**src/rtl/oven_display_seq.sv**
```systemverilog
// Oven display sequencer: periodic snapshot -> min/sec split -> double dabble -> atomic commit to six 7-seg digits.
// Optional macro OVEN_DISP_LEADING_ZERO_BLANK_EN blanks leading-zero hundreds/tens of temperature fields.
module oven_display_seq #(
    parameter int TEMP_W      = 10,
    parameter int TIME_W      = 13,
    parameter int REFRESH_DIV = 50000,
    parameter int BLINK_DIV   = 25000000
) (
    input  logic              clk,
    input  logic              reset,
    input  logic              power,
    input  logic              tempInputDone,
    input  logic              timeInputDone,
    input  logic [TEMP_W-1:0] current_temp,
    input  logic [TEMP_W-1:0] target_temp,
    input  logic [TIME_W-1:0] current_time,
    input  logic [TIME_W-1:0] target_time,
    output logic [0:6]        hex0,
    output logic [0:6]        hex1,
    output logic [0:6]        hex2,
    output logic [0:6]        hex3,
    output logic [0:6]        hex4,
    output logic [0:6]        hex5,
    output logic              busy
);
    localparam int TW  = (TEMP_W > 10) ? TEMP_W : 10;
    localparam int RW  = (TIME_W > 7) ? TIME_W : 7;
    localparam int RCW = $clog2(REFRESH_DIV);
    localparam int BCW = (BLINK_DIV > 1) ? $clog2(BLINK_DIV) : 1;
    localparam logic [0:6] SEG_BLANK = 7'b1111111;
    localparam logic [0:6] SEG_DASH  = 7'b1111110;

    typedef enum logic [2:0] {IDLE, SNAP, SPLIT, BCD, COMMIT} state_t;
    typedef enum logic [1:0] {M_OFF, M_TSET, M_MSET, M_RUN} mode_t;

    function automatic mode_t decode_mode(input logic pwr, input logic tdone, input logic mdone);
        if (!pwr)   return M_OFF;
        if (!tdone) return M_TSET;
        if (!mdone) return M_MSET;
        return M_RUN;
    endfunction

    function automatic logic [9:0] sat999(input logic [TW-1:0] v);
        if (v > TW'(999)) return 10'd999;
        return v[9:0];
    endfunction

    // {bcd[11:0], bin[9:0]}: add 3 to any BCD nibble >= 5, then shift left one bit
    function automatic logic [21:0] dabble_step(input logic [21:0] s);
        logic [21:0] r;
        r = s;
        for (int n = 0; n < 3; n++)
            if (r[10+4*n +: 4] >= 4'd5) r[10+4*n +: 4] = r[10+4*n +: 4] + 4'd3;
        return {r[20:0], 1'b0};
    endfunction

    function automatic logic [0:6] seg7(input logic [3:0] d);
        case (d)
            4'd0:    return 7'b0000001;
            4'd1:    return 7'b1001111;
            4'd2:    return 7'b0010010;
            4'd3:    return 7'b0000110;
            4'd4:    return 7'b1001100;
            4'd5:    return 7'b0100100;
            4'd6:    return 7'b0100000;
            4'd7:    return 7'b0001111;
            4'd8:    return 7'b0000000;
            4'd9:    return 7'b0000100;
            default: return SEG_BLANK;
        endcase
    endfunction

    function automatic logic [20:0] temp_field(input logic [11:0] b);
        logic [0:6] h, t, o;
        h = seg7(b[11:8]);
        t = seg7(b[7:4]);
        o = seg7(b[3:0]);
`ifdef OVEN_DISP_LEADING_ZERO_BLANK_EN
        if (b[11:8] == 4'd0) begin
            h = SEG_BLANK;
            if (b[7:4] == 4'd0) t = SEG_BLANK;
        end
`endif
        return {h, t, o};
    endfunction

    state_t            state;
    mode_t             mode_q, in_mode;
    logic [RCW-1:0]    refresh_cnt;
    logic [BCW-1:0]    blink_cnt;
    logic              blink_ph, refresh_tick, split_done;
    logic [3:0]        bit_cnt;
    logic [TEMP_W-1:0] ct_q, tt_q;
    logic [RW-1:0]     rem;
    logic [6:0]        mins;
    logic [5:0]        secs;
    logic [21:0]       dd_hi, dd_lo;
    logic [20:0]       hi_seg, lo_seg;
    logic [5:0][0:6]   disp_q, new_disp, disp_sel, gated;
    logic [5:0]        mask_q, new_mask, mask_sel;

    assign in_mode      = decode_mode(power, tempInputDone, timeInputDone);
    assign refresh_tick = (refresh_cnt == RCW'(REFRESH_DIV - 1));
    assign split_done   = (mode_q == M_TSET) || (mode_q == M_RUN) || (mins == 7'd99) || (rem < RW'(60));
    assign secs         = (rem < RW'(60)) ? rem[5:0] : 6'd59;

    always_ff @(posedge clk or posedge reset) begin
        if (reset) begin
            refresh_cnt <= '0;
            blink_cnt   <= '0;
            blink_ph    <= 1'b0;
        end else begin
            refresh_cnt <= refresh_tick ? '0 : refresh_cnt + 1'b1;
            if (blink_cnt == BCW'(BLINK_DIV - 1)) begin
                blink_cnt <= '0;
                blink_ph  <= ~blink_ph;
            end else begin
                blink_cnt <= blink_cnt + 1'b1;
            end
        end
    end

    always_ff @(posedge clk or posedge reset) begin
        if (reset) begin
            state   <= IDLE;
            busy    <= 1'b0;
            mode_q  <= M_OFF;
            bit_cnt <= '0;
        end else begin
            case (state)
                IDLE:   if (refresh_tick) begin state <= SNAP; busy <= 1'b1; end
                SNAP:   begin mode_q <= in_mode; state <= SPLIT; end
                SPLIT:  if (split_done) begin state <= BCD; bit_cnt <= '0; end
                BCD: begin
                    bit_cnt <= bit_cnt + 4'd1;
                    if (bit_cnt == 4'd9) state <= COMMIT;
                end
                COMMIT: begin state <= IDLE; busy <= 1'b0; end
                default: state <= IDLE;
            endcase
        end
    end

    // Datapath: snapshot, repeated subtract-60 split, then ten parallel dabble steps
    always_ff @(posedge clk) begin
        case (state)
            SNAP: begin
                ct_q <= current_temp;
                tt_q <= target_temp;
                rem  <= (in_mode == M_MSET) ? RW'(target_time) : RW'(current_time);
                mins <= '0;
            end
            SPLIT: begin
                if (!split_done) begin
                    rem  <= rem - RW'(60);
                    mins <= mins + 7'd1;
                end else begin
                    case (mode_q)
                        M_RUN: begin
                            dd_hi <= {12'd0, sat999(TW'(tt_q))};
                            dd_lo <= {12'd0, sat999(TW'(ct_q))};
                        end
                        M_TSET: begin
                            dd_hi <= '0;
                            dd_lo <= {12'd0, sat999(TW'(tt_q))};
                        end
                        default: begin
                            dd_hi <= {15'd0, mins};
                            dd_lo <= {16'd0, secs};
                        end
                    endcase
                end
            end
            BCD: begin
                dd_hi <= dabble_step(dd_hi);
                dd_lo <= dabble_step(dd_lo);
            end
            default: ;
        endcase
    end

    always_comb begin
        new_disp = {6{SEG_BLANK}};
        new_mask = '0;
        hi_seg   = temp_field(dd_hi[21:10]);
        lo_seg   = temp_field(dd_lo[21:10]);
        case (mode_q)
            M_RUN: begin
                new_disp[5:3] = hi_seg;
                new_disp[2:0] = lo_seg;
            end
            M_TSET: begin
                new_disp[2:0] = lo_seg;
                new_mask      = 6'b000111;
            end
            default: begin
                new_disp[4] = seg7(dd_hi[17:14]);
                new_disp[3] = seg7(dd_hi[13:10]);
                new_disp[2] = SEG_DASH;
                new_disp[1] = seg7(dd_lo[17:14]);
                new_disp[0] = seg7(dd_lo[13:10]);
                if (mode_q == M_MSET) new_mask = 6'b011011;
            end
        endcase
    end

    // Commit bypasses the held copy so all six digits change on the same edge
    always_comb begin
        disp_sel = (state == COMMIT) ? new_disp : disp_q;
        mask_sel = (state == COMMIT) ? new_mask : mask_q;
        for (int k = 0; k < 6; k++)
            gated[k] = (blink_ph && mask_sel[k]) ? SEG_BLANK : disp_sel[k];
    end

    always_ff @(posedge clk or posedge reset) begin
        if (reset) begin
            disp_q <= {6{SEG_BLANK}};
            mask_q <= '0;
            {hex5, hex4, hex3, hex2, hex1, hex0} <= {6{SEG_BLANK}};
        end else begin
            if (state == COMMIT) begin
                disp_q <= new_disp;
                mask_q <= new_mask;
            end
            {hex5, hex4, hex3, hex2, hex1, hex0} <= gated;
        end
    end
endmodule

```
**config.mk**
```make
export PLATFORM = sky130hd
export DESIGN_NAME = oven_display_seq
export DESIGN_NICKNAME = d
export VERILOG_FILES = /design/src/rtl/oven_display_seq.sv
export SDC_FILE = /design/constraint.sdc
export NUM_CORES = 1
export LEC_CHECK = 0
export BUFFER_PORTS_ARGS = -buffer_cell sky130_fd_sc_hd__clkbuf_2
export CAP_MARGIN = 5
export CORE_MARGIN = 2
export CORE_UTILIZATION = 53
export DETAILED_ROUTE_END_ITERATION = 10
export HOLD_SLACK_MARGIN = 0.12
export PLACE_DENSITY_LB_ADDON = 0.1
export RECOVER_POWER = 50
export SYNTH_ARGS = -nofsm -noshare
export SYNTH_HDL_FRONTEND = slang
export SYNTH_SLANG_ARGS = --single-unit
```
**constraint.sdc**
```tcl
create_clock -name clk -period 4.65 [get_ports clk]
set_input_delay 0.6975 -clock clk [delete_from_list [all_inputs] [get_ports clk]]
set_output_delay 0.6975 -clock clk [all_outputs]
set_load 0.02 [all_outputs]
```
* Word-level counts from Yosys, hierarchy flattened
Memory sizes are Yosys's and may differ from the RTL's. A register that Yosys moved wholly into a read port is not among the register bits.
Index checks and enable logic that the tools add are counted.
Widths: inputs -> output; s select.
** Word-level totals
- Output and inout port bits :: 43
- Flip-flop bits (word level) :: 226
- ROM bits :: 1120
- Logic and storage cells :: 169
- Memories kept :: 10
** Cells by class
- Equal/unequal tests :: 16
- Add/subtract/negate cells :: 11
- $lt $le $gt $ge :: 9
- Bitwise logic cells :: 1
- Multiplexer cells :: 78
- Reduce and logical (&&, ||, !) cells :: 18
** Memories
- (no name shown) :: words 16, bits a word 7, rd ports 1, clocked after memory_dff 1, write ports 0, line 58 : case (d)
- (no name shown) :: words 16, bits a word 7, rd ports 1, clocked after memory_dff 1, write ports 0, line 58
- (no name shown) :: words 16, bits a word 7, rd ports 1, clocked after memory_dff 1, write ports 0, line 58
- (no name shown) :: words 16, bits a word 7, rd ports 1, clocked after memory_dff 1, write ports 0, line 58
- (no name shown) :: words 16, bits a word 7, rd ports 1, clocked after memory_dff 1, write ports 0, line 58
- (no name shown) :: words 16, bits a word 7, rd ports 1, clocked after memory_dff 1, write ports 0, line 58
- 4 more memories
** Operators by type and width (count)
- $pmux 22 s2 :: 2
- $mux 4 :: 15
- $mux 7 :: 8
- $mux 10 :: 5
- $mux 22 :: 2
- $mux 42 :: 1
- $pmux 10 s2 :: 2
- $pmux 14 s2 :: 1
- $mux 13 :: 2
- $pmux 13 s2 :: 1
- $add 25x1->25 const B :: 1
- $eq 25x25->1 const B :: 1
- $mux 25 :: 1
- $ge 4x3->1 const B :: 6
- $mux 21 :: 1
- $gt 10x10->1 const B :: 2
- $mux 1 :: 17
- $add 16x1->16 const B :: 1
- $add 4x2->4 const B :: 4
- $eq 16x16->1 const B :: 1
- $mux 16 :: 1
- $mux 3 :: 5
- $pmux 7 s2 :: 1
- $lt 13x6->1 const B :: 1
- other kinds (27) :: 51

* Logic depth before layout (Yosys ltp)
- Word-level depth :: 11
- Depth in mapped cells :: 12
- Gate-level depth less buffers :: 10

* Worst setup path before layout
No wires, ideal clock.
- Path type :: reg-to-reg
- Start :: register rem[4]
- End :: register dd_hi[0], enable pin
- Slack :: 1.940 ns
- Path buffers :: 2
- Stages on the path, launching flop included :: 7
- Setup time :: 0.399 ns
- Clock period less this slack :: 2.710 ns
- Arrival time :: 2.311 ns
- Cell sequence :: edfxtp_1 > a41oi_4 > nand4b_4 > a31o_1 > buf_6 > buf_2 > inv_1
** On the way
- Longest elaborated chain between the ends :: 4
** Ends and longest elaborated chain
- start, declared :: line 94 : logic [RW-1:0] rem;
- start signal, assigned :: line 150 : rem <= (in_mode == M_MSET) ? RW'(target_time) : RW'(current_time);
- start signal, assigned :: line 155 : rem <= rem - RW'(60);
- $lt 13x6->1 :: line 104 : assign split_done = (mode_q == M_TSET) || (mode_q == M_RUN) || (mins == 7'd99) || (rem < RW'(60));
- $logic_or 1x1->1 :: line 104
- $ne 2x2->1 (no source line)
- $reduce_and 2->1 (no source line)
- end signal, assigned :: line 160 : dd_hi <= {12'd0, sat999(TW'(tt_q))};
- end signal, assigned :: line 168 : dd_hi <= {15'd0, mins};
- end signal, assigned :: line 175 : dd_hi <= dabble_step(dd_hi);
- end, declared :: line 97 : logic [21:0] dd_hi, dd_lo;
No other way between the ends.
A chain may end at the register's enable or synchronous reset.

* Worst setup path after layout
- Start :: register mode_q[0]
- End :: register lo_seg[1] (netlist name)
** On the way
- Longest elaborated chain between the ends :: 7
** Ends and longest elaborated chain
- start, declared :: line 88 : mode_t mode_q, in_mode;
- start signal, assigned :: line 127 : mode_q <= M_OFF;
- start signal, assigned :: line 132 : SNAP: begin mode_q <= in_mode; state <= SPLIT; end
- $eq 2x1->1 / $eq 2x2->1 (equally long branches) :: line 104
- $logic_or 1x1->1 (*) (3 in series) :: line 104
- $ne 2x2->1 (no source line) (*)
- $reduce_and 2->1 (no source line) (*)
- $mux 4 (no source line) (*)
Mark *: on every way between the ends. The rest lies on a longest branch, timed or not.

==> metrics.csv <==
metric,value,unit
status,"complete, but fails checks",
failing checks,"max-capacitance violations, max-slew violations",
#FFs+latches synth,268,
Worst Tran Pin Value,2370,ps
Sink Count,268,
CP arrival,3600,ps
minimum clock period,3130,ps
clock slew at reported path FFs,60,ps
syn nets,1233,
IO Port Bufs,93,
worst skew pair latency,530,ps
Placed Cells,1508,
first-pass GRT wire length,37600,um
Die Y,157,um
# DRC,0,
WL final,22400,um
Post-synth EDFFs,84,
CORE AREA,23300,um2
final hold vios,0,
drt first-iter violations,441,
Max Fclk,319,MHz
Synth Instances,1125,
synthesis-to-finish area growth,13.7,%
Num CTS Buffers,29,
gp weighted congestion,0.853,
Initial Utilization,53.5,%
Critical Path Start Type,register,
routed vias/inst,5.18,
final design area excluding fillers,14100,um2
Crit-path slowest cell,a31o_2,
Non-Filler Instances,1562,
final count of pins violating max slew,54,
I/O pins,94,
hold_buf cts,0,
vias in the first global route,7769,
Antenna Nets Post-Route,0,
Netlist cell types,63,
# resized after CTS,0,
total gr overflow,0,
"FFs w/ async S/R, synth",53.0,%
Synth Flop Type,edfxtp_1,
row count,56,
Slew headroom,-58.8,%
critical path class,reg -> reg,
Max IR drop VDD,0.256,mV
synthesized area,12400,um2
P_leak,6.40,nW
Avg WL per Cell,14.3,um
overall power,4.76,mW
RSZ-0062 raised after global routing,false,
die width,157,um
area of the die,24700,um2
P per Cell Area,336,nW/um2
share of layout cells above drive strength 1,19.8,%
worst path bufs/invs,2,
top cell family by delay on the critical path,compound AO/OA/AOI/OAI gates,
"commonest cells after routing, fill and taps aside","162 x nand2_1, 94 x nor2_1, 84 x edfxtp_1, 84 x dfstp_2, 64 x o21ai_0",
most frequent CP cell,buf_4,
gr usage total,18.5,%
post-route setup TNS,0,ps
detailed-placement wirelength estimate,15200,um
period utilization,67.4,%
Vias,8090,
number of antenna violations at the first check in global routing,0,
Clock Tree Buf Depth,3,
crit-path max FO,29,
critical path's largest stage delay,690,ps
Hold Path Class,in -> reg,
largest net degree at the start of global routing,54,
Post-CTS Setup Bufs,0,
"Seq/Total Area, Yosys",56.4,%
max-cap violations,1,
Critical Path RT,5110,ps
router iterations before antenna repair,5,
clk_skew,8.02,ps
clock root cell,clkbuf_16,
CP endpoint kind,register,
dpl cell area,13200,um2
NumNets Final,1329,
# setup viols final,0,
"most common cell after layout, fill and taps aside",nand2_1,
critical-path cell list,ha_1 > buf_4 > nor3_1 > a31o_2 > buf_4 > a21o_1 > mux2_2 > a21oi_1,
CTS tree,done,
post-synthesis average cell area,11.1,um2
antenna cells,0,
Synth Warn #,0,
H-tree lvl count,1,
## worst register-to-register path, cell delays in order (launching register included)
cell and delay [ps]:
dfrtp_1 400, ha_1 200, buf_4 230, nor3_1 290, a31o_2 690, buf_4 380, a21o_1 380, mux2_2 380
a21oi_1 130
## synth_stat cells, types with 3 or more instances
master       n  area, um2
a211oi_1    12       90.1
nor4b_1      3       26.3
inv_1       34        128
a31oi_1     17        106
a2bb2oi_1    8       70.1
and2_1      14       87.6
a21o_1      10       75.1
dfrtp_1     58       1450
edfxtp_1    84       2520
a22o_1       3       26.3
nand2_1    162        608
nand3_1     37        185
a32oi_1      4       35.0
mux2_2       8       90.1
a21oi_4      4       65.1
nand2b_1    44        275
mux2_4       4       60.1
a21oi_1     34        170
ha_1        57        713
nand4_1     10       62.6
inv_2        4       15.0
a21o_4       4       60.1
a22oi_4      4       85.1
a22oi_1     14        105
o21ai_0     64        320
xor2_1      29        254
o21a_1       6       45.0
mux2i_1     19        190
dfstp_2     84       2210
and3_1      11       68.8
nor2_1      94        353
a21oi_2      4       35.0
a2bb2oi_2    4       60.1
xnor2_1     33        289
clkbuf_1    31        116
buf_2        8       40.0
nor3_1      17       85.1
dfxtp_1     42        841
nor2b_1      7       43.8
a221oi_1     8       70.1
## registers in the layout, summed over array words and instances (netlist names), 13 cells and up
name,cells
refresh_cnt,16
dd_lo,22
disp_q,42
hi_seg,21
dd_hi,22
rem,13
lo_seg,21
blink_cnt,25
## where the power goes
group / leakage, nW / internal [mW] / switching [mW]
logic: 3.24 / 0.0221 / 0.0342
registers: 2.67 / 2.43 / 0
clock network: 0.490 / 1.39 / 0.885
total: 6.40 / 3.84 / 0.919
## per-layer routing
metal | GRT usage, % | up-vias | share of wire (%)
met3 | 3.19 | 42 | 4.4
met5 | 0 | - | 0
met4 | 6.28 | 0 | 3.1
met2 | 29.0 | 169 | 44
li1 | - | 4102 | -
met1 | 26.1 | 3777 | 49
## cells by family (layout without fill, tap and decap cells)
group                    count (synthesis)  in the layout  synth area share [%]
flip-flops                             268            268                  56.4
AND/OR/NAND/NOR                        416            416                  15.7
adder cells (fa/ha/maj)                 57             57                  5.73
multiplexers                            31             31                  2.74
XOR/XNOR                                62             62                  4.36
AO/OA/AOI/OAI                          209            209                  12.2
buffers and inverters                   82            200                  2.81
## through the flow
stage	utilization [%]	hold WS [ps]	setup WS (ps)
2_1_floorplan	-	386	282
3_3_place_gp	56.9	393	1570
3_5_place_dp	56.9	402	1510
4_1_cts	61.1	205	1500
5_1_grt	60.8	313	1330
6_report	60.8	339	1520
## final cells by class
class                   count  area [um2]
clock buffers              45         907
clock inverters             8        67.6
fillers                  1953        9120
inverters                  38         144
multi-input cells         775        5070
flip-flops and latches    268        7020
well taps                 319         399
repair buffers            109         534
## path summary, 6_finish.rpt
check | from | endpoint | slack, ps | cells after the start
max | mode_q[0] | lo_seg[1] | 1520 | 8
min | target_temp[7] | tt_q[7] | 340 | 1
max reg2reg | mode_q[0] | lo_seg[1] | 1520 | 8
min reg2reg | lo_seg[2] | disp_q[2] | 410 | 2
max in group asynchronous | reset | refresh_cnt[10] | 1850 | 3
min in group asynchronous | reset | bit_cnt[2] | 800 | 2
No activity file was read; power rests on OpenSTA's default activity.
